File: config.mk
export PLATFORM = sky130hd
export DESIGN_NAME = uart_fifo
export DESIGN_NICKNAME = d
export VERILOG_FILES = /design/src/rtl/uart_fifo.sv
export SDC_FILE = /design/constraint.sdc
export NUM_CORES = 1
export LEC_CHECK = 0
export BUFFER_PORTS_ARGS = -buffer_cell sky130_fd_sc_hd__buf_2
export CAP_MARGIN = 20
export CORE_ASPECT_RATIO = 0.75
export CORE_UTILIZATION = 60
export CTS_CLUSTER_DIAMETER = 50
export DETAILED_ROUTE_END_ITERATION = 6
export GPL_ROUTABILITY_DRIVEN = 1
export PLACE_DENSITY = 0.74
export SLEW_MARGIN = 20
export SYNTH_ARGS = -nofsm -noshare
export SYNTH_HDL_FRONTEND = slang
export SYNTH_SLANG_ARGS = --single-unit
File: constraint.sdc
create_clock -name clk -period 7.7 [get_ports clk]
set_input_delay 1.155 -clock clk [delete_from_list [all_inputs] [get_ports clk]]
set_output_delay 1.155 -clock clk [all_outputs]
set_load 0.01 [all_outputs]
File: src/rtl/uart_fifo.sv
// uart_fifo: memory-mapped 8N1/8P1 UART with 16x oversampling, a 16-bit baud
// divider, RX/TX FIFOs, sticky error flags, loopback and a level interrupt.

// Synchronous FIFO used for both the RX and TX queues.
module uart_fifo_buf #(
  parameter int DEPTH = 8
) (
  input  logic       clk,
  input  logic       rst,
  input  logic       push_i,
  input  logic       pop_i,
  input  logic [7:0] wdata_i,
  output logic [7:0] rdata_o,
  output logic       empty_o,
  output logic       full_o
);
  localparam int AW = $clog2(DEPTH);
  localparam logic [AW:0] FULL_CNT = (AW+1)'(DEPTH);

  logic [7:0]    mem_q [DEPTH];
  logic [AW-1:0] wr_ptr_q, rd_ptr_q;
  logic [AW:0]   count_q;
  logic          do_push, do_pop;

  assign empty_o = (count_q == '0);
  assign full_o  = (count_q == FULL_CNT);
  assign rdata_o = mem_q[rd_ptr_q];
  // A pop frees the slot this cycle, so a push into a full FIFO is accepted alongside it.
  assign do_pop  = pop_i && !empty_o;
  assign do_push = push_i && (!full_o || do_pop);

  // Pointer and occupancy bookkeeping; pointers wrap naturally modulo DEPTH.
  always_ff @(posedge clk) begin
    // NOTE: sequential state uses non-blocking assignments so every flop samples pre-edge values.
    if (rst) begin
      wr_ptr_q <= '0;
      rd_ptr_q <= '0;
      count_q  <= '0;
    end else begin
      if (do_push) wr_ptr_q <= wr_ptr_q + AW'(1);
      if (do_pop)  rd_ptr_q <= rd_ptr_q + AW'(1);
      count_q <= count_q + (AW+1)'(do_push) - (AW+1)'(do_pop);
    end
  end

  // Storage array write port.
  always_ff @(posedge clk) begin
    // NOTE: the storage array is not reset; stale entries are never visible because count_q gates reads.
    if (do_push) mem_q[wr_ptr_q] <= wdata_i;
  end
endmodule

module uart_fifo #(
  parameter logic [7:0] UART_ADDRESS = 8'h00,
  parameter int         FIFO_DEPTH   = 8
) (
  input  logic       clk,
  input  logic       rst,
  input  logic [7:0] din,
  input  logic [7:0] address,
  input  logic       w_en,
  input  logic       r_en,
  output logic [7:0] dout,
  input  logic       rx,
  output logic       tx,
  output logic       irq
);
  typedef enum logic [2:0] {RX_IDLE, RX_START, RX_DATA, RX_PARITY, RX_STOP, RX_WAIT_HIGH} rx_state_t;
  typedef enum logic [2:0] {TX_IDLE, TX_START, TX_DATA, TX_PARITY, TX_STOP} tx_state_t;

  logic [15:0] baud_q, presc_q;
  logic [4:0]  cfg_q;
  logic        sync1_q, sync2_q;
  logic        overrun_q, frame_err_q, parity_err_q, irq_q;
  logic [7:0]  dout_q, rdata;
  rx_state_t   rx_state_q;
  logic [3:0]  rx_cnt_q;
  logic [2:0]  rx_bit_q;
  logic [7:0]  rx_shift_q;
  logic        rx_par_q;
  tx_state_t   tx_state_q;
  logic [3:0]  tx_cnt_q;
  logic [2:0]  tx_bit_q, tx_bit_next;
  logic [7:0]  tx_data_q;
  logic        tx_ser_q;

  // Bus decode.
  logic [7:0] offset;
  logic       in_win, wr_baud, wr_cfg, wr_status, sel_data;
  assign offset    = address - UART_ADDRESS;
  assign in_win    = (address >= UART_ADDRESS) && (offset < 8'd5);
  assign wr_baud   = w_en && in_win && (offset == 8'd0 || offset == 8'd1);
  assign wr_cfg    = w_en && in_win && (offset == 8'd2);
  assign wr_status = w_en && in_win && (offset == 8'd3);
  assign sel_data  = in_win && (offset == 8'd4);

  logic parity_en, parity_odd, rx_irq_en, tx_irq_en, loopback;
  assign {loopback, tx_irq_en, rx_irq_en, parity_odd, parity_en} = cfg_q;

  // FIFOs.
  logic       rx_push, rx_empty, rx_full, tx_pop, tx_empty, tx_full;
  logic [7:0] rx_head, tx_head;

  uart_fifo_buf #(.DEPTH(FIFO_DEPTH)) u_rx_fifo (
    .clk(clk), .rst(rst), .push_i(rx_push), .pop_i(r_en && sel_data),
    .wdata_i(rx_shift_q), .rdata_o(rx_head), .empty_o(rx_empty), .full_o(rx_full)
  );
  uart_fifo_buf #(.DEPTH(FIFO_DEPTH)) u_tx_fifo (
    .clk(clk), .rst(rst), .push_i(w_en && sel_data), .pop_i(tx_pop),
    .wdata_i(din), .rdata_o(tx_head), .empty_o(tx_empty), .full_o(tx_full)
  );

  logic tick, rx_line, tx_idle;
  assign tick    = (presc_q == baud_q);
  assign rx_line = sync2_q;
  assign tx_idle = tx_empty && (tx_state_q == TX_IDLE);
  assign tx      = loopback ? 1'b1 : tx_ser_q;
  assign dout    = dout_q;
  assign irq     = irq_q;

  // RX frame completion and error classification at the stop-bit sample.
  logic rx_stop_done, rx_par_bad, frame_set, parity_set, overrun_set;
  assign rx_stop_done = (rx_state_q == RX_STOP) && tick && (rx_cnt_q == 4'd15);
  assign rx_par_bad   = parity_en && (rx_par_q != (^rx_shift_q ^ parity_odd));
  assign rx_push      = rx_stop_done && rx_line && !rx_par_bad;
  assign frame_set    = rx_stop_done && !rx_line;
  assign parity_set   = rx_stop_done && rx_line && rx_par_bad;
  assign overrun_set  = rx_push && rx_full && !(r_en && sel_data);

  // TX pops at a tick from idle, or straight out of the stop bit for gapless back-to-back bytes.
  assign tx_pop = tick && !tx_empty &&
                  ((tx_state_q == TX_IDLE) || (tx_state_q == TX_STOP && tx_cnt_q == 4'd15));
  assign tx_bit_next = tx_bit_q + 3'd1;

  // Programmable registers: divisor and configuration.
  always_ff @(posedge clk) begin
    if (rst) begin
      baud_q <= '0;
      cfg_q  <= '0;
    end else begin
      if (wr_baud && offset == 8'd0) baud_q[7:0]  <= din;
      if (wr_baud && offset == 8'd1) baud_q[15:8] <= din;
      if (wr_cfg)                    cfg_q        <= din[4:0];
    end
  end

  // Prescaler: restarts on any divisor write and wraps on every tick.
  always_ff @(posedge clk) begin
    if (rst || wr_baud || tick) presc_q <= '0;
    else                        presc_q <= presc_q + 16'd1;
  end

  // Two-flop synchronizer; loopback feeds the serializer straight back in.
  always_ff @(posedge clk) begin
    if (rst) begin
      sync1_q <= 1'b1;
      sync2_q <= 1'b1;
    end else begin
      sync1_q <= loopback ? tx_ser_q : rx;
      sync2_q <= sync1_q;
    end
  end

  // Sticky error flags; a new event on the same cycle as a write-1-to-clear keeps the flag set.
  always_ff @(posedge clk) begin
    if (rst) begin
      overrun_q    <= 1'b0;
      frame_err_q  <= 1'b0;
      parity_err_q <= 1'b0;
    end else begin
      overrun_q    <= overrun_set | (overrun_q    & ~(wr_status & din[3]));
      frame_err_q  <= frame_set   | (frame_err_q  & ~(wr_status & din[4]));
      parity_err_q <= parity_set  | (parity_err_q & ~(wr_status & din[5]));
    end
  end

  // RX state machine: mid-bit sampling on the 16x tick.
  always_ff @(posedge clk) begin
    if (rst) begin
      rx_state_q <= RX_IDLE;
      rx_cnt_q   <= '0;
      rx_bit_q   <= '0;
      rx_shift_q <= '0;
      rx_par_q   <= 1'b0;
    end else begin
      case (rx_state_q)
        RX_IDLE: if (tick && !rx_line) begin
          rx_state_q <= RX_START;
          rx_cnt_q   <= '0;
        end
        RX_START: if (tick) begin
          if (rx_cnt_q == 4'd7) begin
            rx_state_q <= rx_line ? RX_IDLE : RX_DATA;
            rx_cnt_q   <= '0;
            rx_bit_q   <= '0;
          end else begin
            rx_cnt_q <= rx_cnt_q + 4'd1;
          end
        end
        RX_DATA: if (tick) begin
          rx_cnt_q <= rx_cnt_q + 4'd1;
          if (rx_cnt_q == 4'd15) begin
            rx_shift_q <= {rx_line, rx_shift_q[7:1]};
            rx_bit_q   <= rx_bit_q + 3'd1;
            if (rx_bit_q == 3'd7) rx_state_q <= parity_en ? RX_PARITY : RX_STOP;
          end
        end
        RX_PARITY: if (tick) begin
          rx_cnt_q <= rx_cnt_q + 4'd1;
          if (rx_cnt_q == 4'd15) begin
            rx_par_q   <= rx_line;
            rx_state_q <= RX_STOP;
          end
        end
        RX_STOP: if (tick) begin
          rx_cnt_q <= rx_cnt_q + 4'd1;
          if (rx_cnt_q == 4'd15) rx_state_q <= rx_line ? RX_IDLE : RX_WAIT_HIGH;
        end
        RX_WAIT_HIGH: if (rx_line) rx_state_q <= RX_IDLE;
        default: rx_state_q <= RX_IDLE;
      endcase
    end
  end

  // TX state machine: each bit held for 16 ticks, serializer output registered.
  always_ff @(posedge clk) begin
    if (rst) begin
      tx_state_q <= TX_IDLE;
      tx_cnt_q   <= '0;
      tx_bit_q   <= '0;
      tx_data_q  <= '0;
      tx_ser_q   <= 1'b1;
    end else begin
      case (tx_state_q)
        TX_IDLE: if (tx_pop) begin
          tx_data_q  <= tx_head;
          tx_ser_q   <= 1'b0;
          tx_cnt_q   <= '0;
          tx_state_q <= TX_START;
        end
        TX_START: if (tick) begin
          tx_cnt_q <= tx_cnt_q + 4'd1;
          if (tx_cnt_q == 4'd15) begin
            tx_ser_q   <= tx_data_q[0];
            tx_bit_q   <= '0;
            tx_state_q <= TX_DATA;
          end
        end
        TX_DATA: if (tick) begin
          tx_cnt_q <= tx_cnt_q + 4'd1;
          if (tx_cnt_q == 4'd15) begin
            if (tx_bit_q != 3'd7) begin
              tx_bit_q <= tx_bit_next;
              tx_ser_q <= tx_data_q[tx_bit_next];
            end else if (parity_en) begin
              tx_ser_q   <= ^tx_data_q ^ parity_odd;
              tx_state_q <= TX_PARITY;
            end else begin
              tx_ser_q   <= 1'b1;
              tx_state_q <= TX_STOP;
            end
          end
        end
        TX_PARITY: if (tick) begin
          tx_cnt_q <= tx_cnt_q + 4'd1;
          if (tx_cnt_q == 4'd15) begin
            tx_ser_q   <= 1'b1;
            tx_state_q <= TX_STOP;
          end
        end
        TX_STOP: if (tick) begin
          tx_cnt_q <= tx_cnt_q + 4'd1;
          if (tx_cnt_q == 4'd15) begin
            if (tx_pop) begin
              tx_data_q  <= tx_head;
              tx_ser_q   <= 1'b0;
              tx_state_q <= TX_START;
            end else begin
              tx_state_q <= TX_IDLE;
            end
          end
        end
        default: tx_state_q <= TX_IDLE;
      endcase
    end
  end

  // Read-data mux; unmapped offsets and an empty RX FIFO read as zero.
  always_comb begin
    // NOTE: default assignment first so no path leaves rdata unassigned (no latch).
    rdata = 8'h00;
    if (in_win) begin
      case (offset)
        8'd0:    rdata = baud_q[7:0];
        8'd1:    rdata = baud_q[15:8];
        8'd2:    rdata = {3'b000, cfg_q};
        8'd3:    rdata = {2'b00, parity_err_q, frame_err_q, overrun_q, tx_idle, !tx_full, !rx_empty};
        8'd4:    rdata = rx_empty ? 8'h00 : rx_head;
        default: rdata = 8'h00;
      endcase
    end
  end

  // Registered read data and interrupt.
  always_ff @(posedge clk) begin
    if (rst) begin
      dout_q <= '0;
      irq_q  <= 1'b0;
    end else begin
      if (r_en) dout_q <= rdata;
      irq_q <= (rx_irq_en && !rx_empty) || (tx_irq_en && tx_idle);
    end
  end
endmodule

== Word level (Yosys, flattened, before mapping) ==
Memories as Yosys holds them, arrays and structs flattened. A register that Yosys moved wholly into a read port is not among the register bits.
Cells that the tools add are included.

* Memories: 2
* Output and inout port bits: 10
* Memory bits (writable): 128
* Memory bits (read-only): 0
* Flip-flop bits (word level): 109
* Bits in latches: 0

{| class="wikitable"
|+ Memories
! name !! depth !! width !! rd ports !! clocked after Yosys merged registers in !! wr ports !! RTL line !! source
|-
| u_rx_fifo.mem_q || 8 || 8 || 1 || 1 || 1 || 20 || <nowiki>logic [7:0] mem_q [DEPTH];</nowiki>
|-
| u_tx_fifo.mem_q || 8 || 8 || 1 || 1 || 1 || 20 ||
|}

* Multipliers: 0
* Magnitude comparators: 3
* Muxes and demuxes: 77
* Shift operators: 0
* Bitwise gates (word level): 14
* Equality and inequality tests: 46
* Divide/modulo/power cells: 0
* Reduce and logical (&&, ||, !) cells: 69
* Add/subtract/negate cells: 13

{| class="wikitable"
|+ Operators with widths
! kind !! count
|-
| two-way mux 3 bit || 36
|-
| two-way mux 8 bit || 5
|-
| one-hot mux 8 bit (5 select lines) || 1
|-
| inequality test 2 bit, second input constant || 19
|-
| logical AND 1 bit || 30
|-
| two-way mux 4 bit || 6
|-
| two-way mux 1 bit || 19
|-
| adder 3 x 1 -> 3 bit, second input constant || 6
|-
| one-hot mux 3 bit (6 select lines) || 1
|-
| adder 16 x 1 -> 16 bit, second input constant || 1
|-
| equality test 16 bit || 1
|-
| equality test 4 bit, second input constant || 4
|-
| equality test 8 x 2 -> 1 bit, second input constant || 2
|-
| one-hot mux 8 bit (2 select lines) || 1
|-
| XOR reduction 8 bit || 2
|-
| one-hot mux 3 bit (5 select lines) || 1
|-
| equality test 3 x 2 -> 1 bit, second input constant || 4
|-
| equality test 3 bit, second input constant || 4
|-
| one-hot mux 3 bit (2 select lines) || 2
|-
| one-hot mux 4 bit (3 select lines) || 1
|-
| AND reduction 3 bit || 4
|-
| AND reduction 11 bit || 1
|-
| inequality test 2 x 1 -> 1 bit, second input constant || 5
|-
| AND reduction 10 bit || 1
|-
| 34 further kinds || 65
|}

== Longest topological paths before layout ==
Gate-level depths: netlist (run 1).

* Depth in word-level cells: 9
* Depth in mapped cells: 14
* Mapped depth without buffers: 12

== Hierarchy ==
A second synthesis (run 1) with hierarchy kept.

* Cell total of the unflattened synthesis: 890
* Area total of the unflattened synthesis: 10920.5 um^2

{| class="wikitable"
|+ Modules (own cells, without submodules)
! module !! area each (um^2) !! instances !! cells an instance
|-
| uart_fifo || 4556.9 || 1 || 520
|-
| uart_fifo_buf (u_rx_fifo) || 3188.1 || 1 || 186
|-
| uart_fifo_buf (u_tx_fifo) || 3175.5 || 1 || 184
|}

== Worst setup path after synthesis (run 1) ==
OpenSTA, ideal clock, no wires.

* Kind: input-to-reg
* Start: input address[0]
* End: memory u_tx_fifo.mem_q[2][0], enable pin
* Data required time: 7302 ps
* Library setup time: 398 ps
* Path slack: 3584 ps
* Path buffers: 2
* Cell stages on the path: 7
* Arrival time: 3718 ps
* Cell sequence: clkbuf_1 or3b_2 nor3_1 nand2_1 or2_2 clkbuf_1 nor4b_1

* Longest elaborated chain between the ends: 7
* Elaborated cells between the ends (all ways): 9
* Those cells by class: order compare: 2; eq/ne: 1; mux: 2; reduce/logical: 4

{| class="wikitable"
|+ RTL lines
! what !! RTL line !! source
|-
| start: declaration || 60 || <nowiki>input logic [7:0] address,</nowiki>
|-
| greater-or-equal comparator 8 x 1 -> 1 bit / less-than comparator 8 x 3 -> 1 bit (equally long branches) || 91 || <nowiki>assign in_win = (address >= UART_ADDRESS) && (offset < 8'd5);</nowiki>
|-
| logical AND 1 bit || 91 ||
|-
| logical AND 1 bit * || 95 || <nowiki>assign sel_data = in_win && (offset == 8'd4);</nowiki>
|-
| logical AND 1 bit * || 109 || <nowiki>.clk(clk), .rst(rst), .push_i(w_en && sel_data), .pop_i(tx_pop),</nowiki>
|-
| logical AND 1 bit * || 30 || <nowiki>assign do_push = push_i && (!full_o || do_pop);</nowiki>
|-
| two-way mux 1 bit * || 49 || <nowiki>if (do_push) mem_q[wr_ptr_q] <= wdata_i;</nowiki>
|-
| two-way mux 1 bit (implied by the code) * || 49 ||
|-
| end: declaration || 20 ||
|}

Mark *: on every way between the ends. The rest lies on a longest branch, timed or not.

== Final worst setup path (run 1) ==
* Start: input address[0]
* End: memory u_tx_fifo.mem_q[2][7], enable pin

The elaborated chain is that of the path after synthesis.

==> impl_metrics.csv, run 1 <==
group,metric,value,unit
synthesis,syn_inst,867,
setup_path,path_buf_inv,1,
synthesis,async_flop_share,0,%
clock_network,htreeDepth,1,
sta,final.setup_skew,0.008579,ns
placement,port_buffers,30,
route,detail_route.wl_per_cell,20.47,um
synthesis,ys.flop_type,"edfxtp_1",
sta,worst_slew_pin_slew,1.064,ns
grt,antenna_found_initial,0,
route,drtPass1Iterations,5,
floorplan,design.die.area,18280,um2
setup_path,cp_cell_sequence,"buf_2, or3b_2, nor3_1, nand2_1, or2_2, nor4b_2",
route,met2WireLength,10710,um
clock_network,cts_buffers,24,
synthesis,ys_warn_count,0,
grt,grt_pass1_wl,37040,um
sta,post-route-period-util,50.59,%
clock_network,cts_resized,0,
setup_path,r2r-end,"u_tx_fifo.count_q[1]",
setup_path,crit_type,"in2reg",
cells_and_area,drive_above_1_share,14.84,%
setup_path,cp-end-kind,"register",
setup_path,cpPeakStageDelay,0.91,ns
placement,place_congestion,0.8941,
clock_network,clockRootBuffer,"clkbuf_16",
synthesis,synth-edff-count,128,
synthesis,ys_ff_latch,243,
route,drt_first_iter_violations,555,
setup_path,crit_path_start_kind,"input pin",
cells_and_area,diodes,0,
route,vias_per_cell,6.125,
clock_network,post-cts-setup-buffer-count,0,
sta,drv_slew,0,
synthesis,synth.net_count,912,
route,wl_met3,1608,um
sta,maxSlewHeadroom,28.54,%
power,p_leak,4.226,nW
worst_hold_path,hp-class,"reg2reg",
synthesis,synth-seq-area-share,57.73,%
synthesis,synth_area_per_cell,12.28,um2
sta,rsz0062_at_grt,"no",
grt,grt_pass1_vias,6809,
route,wl_met1,10560,um
placement,hpwl,15980,um
cells_and_area,final_net_count,930,
worst_hold_path,whs_path_depth,1,
power,total_power,0.003203,W
setup_path,critical-path-top-delay-family,"simple AND/OR/NAND/NOR gates",
grt,grt_overflow_total,0,
status,status,"finished, final reports clean",
setup_path,slowest_stage,"nor4b_2",
setup_path,r2r-start,"presc_q[10]",
sta,hold_violations,0,
setup_path,r2r_cells,9,
setup_path,critPathMaxFanout,24,
route,ant_nets,0,
clock_network,clk_transition_reported_paths,0.06,ns
route,routed.top_layer,"met4",
clock_network,cts-hold-fix-buffers,0,
clock_network,clockBufferDepth,3,
power,vdd_drop_max,0.1398,mV
floorplan,die_y,117.4,um
floorplan,fp.dieW,155.8,um
clock_network,tritoncts,"done",
route,finalWirelength,23320,um
job,max-cap-violations,0,
synthesis,synthDistinctLibCells,63,
grt,grt_util_all_layers,26.26,%
floorplan,fp-row-count,41,
synthesis,syn-cell-area,10650,um2
route,drc,0,
worst_hold_path,min_to,"rx_line",
setup_path,crit_required,7.83,ns
grt,grt_max_degree,84,
power,power-per-cell-area,271.4,nW/um2
sta,period_needed,3.895,ns
setup_path,crit_arrival,4.02,ns
cells_and_area,syn2layout_area_growth,10.85,%
clock_network,clk-insertion-delay-late,0.51,ns
placement,place_ws,3.246,ns
sta,max_clock_freq,256.7,MHz
route,num_vias,6976,
sta,report.final.setup_viol,0,
sta,setup_tns,0,ns
floorplan,start_util,62.32,%
clock_network,cts_sinks,243,
floorplan,core-area,17080,um2
worst_hold_path,hp-start,"sync1_q",
floorplan,io_pins,31,
sta,setup_slack,3.805,ns
setup_path,rrSetupSlack,4.04,ns
==> placed cells by master (no fill, tap or decap), types with 4 or more instances in the layout <==
cell	instances
edfxtp_1	128
clkinvlp_4	4
nand4_1	7
mux4_2	39
ha_1	22
buf_4	10
o21ai_0	14
nor3b_1	4
clkinv_2	4
nand2_1	64
nor4b_1	4
and3_1	10
dfxtp_1	113
mux2i_1	41
a21oi_1	46
nor2_1	90
a211oi_1	10
buf_2	29
clkbuf_1	5
nand3_1	27
or4_1	6
nor2b_1	16
nor4_1	8
inv_1	25
xnor2_1	19
xor2_1	35
clkbuf_16	25
or3_1	4
nor3_1	14
nand2b_1	4
==> registers in the layout (all words and copies together), names as in the netlist, 5 cells and up, named ones only <==
register,cells
u_tx_fifo.mem_q,64
cfg_q,5
rx_shift_q,8
tx_data_q,8
baud_q,16
u_rx_fifo.mem_q,64
dout,8
presc_q,16
==> layer usage <==
metal  up-vias  track usage, %
met5         -               0
met4         0           6.373
met3        37           4.065
met2       266           40.35
met1      3453           39.28
li1       3220               -
==> cell usage after synthesis (all sizes together) (2+ instances only) <==
master | count | area [um2]
nor3b | 7 | 52.55
o22ai | 3 | 18.77
or2 | 3 | 18.77
a21boi | 2 | 15.01
a31o | 2 | 17.52
ha | 22 | 275.3
and2 | 3 | 18.77
nand4b | 2 | 17.52
nor3 | 16 | 80.08
o32ai | 2 | 17.52
nand2b | 4 | 25.02
a21oi | 46 | 230.2
nor4b | 6 | 52.55
a211o | 3 | 26.28
nor2 | 90 | 337.8
o31ai | 2 | 15.01
xnor3 | 2 | 45.04
xor2 | 35 | 306.5
edfxtp | 128 | 3844
or3 | 4 | 25.02
a31oi | 3 | 18.77
mux4 | 39 | 878.3
a22oi | 3 | 22.52
o21ai | 14 | 70.07
o211ai | 2 | 15.01
nand4 | 7 | 43.79
nor4 | 9 | 62.56
and3 | 10 | 62.56
a211oi | 10 | 75.07
a21o | 3 | 22.52
a2111oi | 2 | 17.52
nand2 | 64 | 240.2
and4 | 3 | 26.28
o2bb2ai | 3 | 26.28
nand3 | 27 | 135.1
inv | 25 | 93.84
clkbuf | 33 | 125.1
fa | 2 | 40.04
buf | 14 | 66.31
nor2b | 16 | 100.1
mux2i | 41 | 410.4
or4 | 6 | 45.04
dfxtp | 115 | 2302
xnor2 | 19 | 166.4
==> per-stage QoR <==
stage	hold slack, ns	cells	util (%)	area, um2
finish	0.4160	1139	69.08	11800
global route	0.4378	1139	69.08	11800
CTS	0.4174	1139	68.94	11780
detailed placement	0.4022	1095	64.32	10990
global placement	0.3973	1095	64.29	10980
floorplan	0.3895	867	-	10650
==> power by group <==
| group | total [W] | internal (W) | switching, W |
|---|---|---|---|
| Sequential | 0.00150 | 0.00141 | 0.0000889 |
| Combinational | 0.000542 | 0.000251 | 0.000291 |
| Clock | 0.00116 | 0.000675 | 0.000488 |
| Total | 0.00320 | 0.00234 | 0.000867 |
==> worst max path at each step <==
stage                     depth (start not counted)        from               endpoint  slack (ns)
after floorplan                                   7  address[0]  u_tx_fifo.mem_q[2][0]        3.58
final                                             6  address[0]  u_tx_fifo.mem_q[2][7]        3.80
after detailed placement                          6  address[0]  u_tx_fifo.mem_q[2][6]        3.25
after CTS                                         6  address[0]  u_tx_fifo.mem_q[2][7]        3.78
after global routing                              6  address[0]  u_tx_fifo.mem_q[2][7]        3.59
after global placement                            6  address[0]  u_tx_fifo.mem_q[2][0]        3.49
==> area by class of cell <==
| type | instances | area [um2] |
|---|---|---|
| flip-flops and latches | 243 | 6148 |
| fillers | 1162 | 5283 |
| multi-input cells | 552 | 4253 |
| clock buffers | 31 | 658.1 |
| well taps | 236 | 295.3 |
| repair buffers | 39 | 220.2 |
| clock inverters | 13 | 131.4 |
| inverters | 25 | 93.84 |
==> kinds of logic after synthesis <==
family / share of synthesized area [%]
AND/OR/NAND/NOR: 12.87
flip-flops: 57.73
AO/OA/AOI/OAI: 6.582
multiplexers: 12.21
buffers and inverters: 2.680
XOR/XNOR: 4.866
adder cells (fa/ha/maj): 3.056
(Power assumes the default switching activity.)
==> run 2, diff against run 1 <==
- clock period: 7.7 -> 3.6 ns (I/O delays scaled with it)
==> impl_metrics.csv, run 2 (synthesis results as in run 1) <==
group,metric,value,unit
sta,report.final.setup_viol,0,
sta,worst_slew_pin_slew,1.081,ns
power,p_leak,4.362,nW
floorplan,fp-row-count,41,
setup_path,crit_required,3.98,ns
clock_network,clockRootBuffer,"clkbuf_16",
cells_and_area,final_net_count,948,
setup_path,crit_type,"reg2reg",
setup_path,crit_path_start_kind,"register",
route,num_vias,7074,
floorplan,core-area,17080,um2
grt,grt_overflow_total,0,
cells_and_area,final_cell_mix,"edfxtp_1, dfxtp_1, nor2_1",
floorplan,io_pins,31,
clock_network,cts_buffers,24,
sta,hold_violations,0,
grt,grt_pass1_wl,37330,um
setup_path,crit_arrival,3.44,ns
sta,holdWs,0.2751,ns
worst_hold_path,hp-class,"in2reg",
grt,grt_max_degree,67,
floorplan,die_y,117.4,um
route,ant_nets,0,
sta,setup_tns,0,ns
placement,placed_cell_area,11120,um2
sta,post-route-period-util,85.03,%
clock_network,clk_transition_reported_paths,0.06,ns
floorplan,fp.dieW,155.8,um
clock_network,cts_sinks,243,
cells_and_area,final_common_cell,"edfxtp_1",
status,status,"finished, final reports clean",
cells_and_area,nFillCells,1175,
worst_hold_path,whs_path_depth,3,
route,drtPass1Iterations,5,
route,vias_per_cell,6.114,
cells_and_area,diodes,0,
clock_network,cts_resized,0,
power,total_power,0.007007,W
clock_network,tritoncts,"done",
route,drc,0,
sta,max_clock_freq,326.7,MHz
power,power-per-cell-area,585.5,nW/um2
clock_network,post-cts-setup-buffer-count,0,
floorplan,start_util,62.32,%
route,detail_route.wl_per_cell,20.23,um
route,drt_first_iter_violations,826,
sta,period_needed,3.061,ns
route,finalWirelength,23400,um
setup_path,critPathMaxFanout,7,
cells_and_area,fin_area,11970,um2
placement,port_buffers,30,
setup_path,r2r_cells,12,
placement,hpwl,16190,um
grt,grt_pass1_vias,6863,
grt,grt_util_all_layers,26.52,%
clock_network,cts-hold-fix-buffers,0,
setup_path,cp-end-kind,"register",
power,vdd_drop_max,0.3265,mV
job,max-cap-violations,0,
sta,maxSlewHeadroom,27.38,%
grt,antenna_found_initial,0,
sta,rsz0062_at_grt,"no",
floorplan,design.die.area,18280,um2
cells_and_area,top_regs,"u_rx_fifo.mem_q (64), u_tx_fifo.mem_q (64)",
clock_network,clk-insertion-delay-late,0.50,ns
clock_network,htreeDepth,1,
cells_and_area,drive_above_1_share,15.85,%
clock_network,clockBufferDepth,3,
sta,final.setup_skew,0.007290,ns
cells_and_area,syn2layout_area_growth,12.42,%
placement,place_congestion,0.9276,
sta,drv_slew,0,
[run 2: cell types whose count changed in the layout (fill, tap and decap cells not counted), sizes merged]
cell,previous run,this run
clkinv,6,3
buf,39,57
clkinvlp,4,0
inv,26,25
clkbuf,31,39
[run 2: where the power goes]
group          switching [W]  leakage (nW)  total, W  internal (W)
Combinational       0.000636          1.84   0.00119      0.000557
Clock                0.00100         0.424   0.00262       0.00162
Sequential          0.000181          2.10   0.00319       0.00301
Total                0.00182          4.36   0.00701       0.00519
[run 2: worst max-delay path: stages (launching register included)]
cell	delay, ns
dfxtp_1	0.45
xor2_1	0.10
nor4_1	0.34
and4_1	0.46
buf_4	0.21
o211a_1	0.29
nand2_1	0.18
inv_1	0.10
ha_1	0.17
inv_1	0.06
fa_1	0.37
xor2_1	0.15
nor2_1	0.06
[run 2: metrics by stage]
stage               utilization, %  cells  worst slack [ns]
floorplan                        -    867           0.09946
global placement             65.08   1113            0.4462
detailed placement           65.08   1113            0.4255
CTS                          70.06   1157            0.5777
global route                 70.06   1157            0.3417
finish                       70.06   1157            0.5389
[run 2: worst paths after layout]
check	from	endpoint	slack, ns
worst max-delay path	presc_q[7]	u_rx_fifo.count_q[2]	0.54
worst min-delay path	rx	sync1_q	0.28
worst max register to register	presc_q[7]	u_rx_fifo.count_q[2]	0.54
worst min register to register	sync1_q	rx_line	0.42
[run 2: cell type report]
| cell class | instances | area, um2 | share of cell area (%) |
|---|---|---|---|
| multi-input combinational | 552 | 4227 | 35.32 |
| sequential | 243 | 6146 | 51.35 |
| tap | 236 | 295.3 | 2.467 |
| timing repair buffer | 57 | 355.3 | 2.969 |
| clock inverter | 5 | 73.82 | 0.6168 |
| clock buffer | 39 | 777.0 | 6.492 |
| inverter | 25 | 93.84 | 0.7841 |
[run 2: layer usage]
metal / up-vias / wire (um) / global-route usage (%)
met3: 45 / 2188 / 5.987
met5: - / 0 / 0
met4: 0 / 421 / 5.453
met1: 3477 / 10340 / 40.03
met2: 302 / 10450 / 39.37
li1: 3250 / - / -
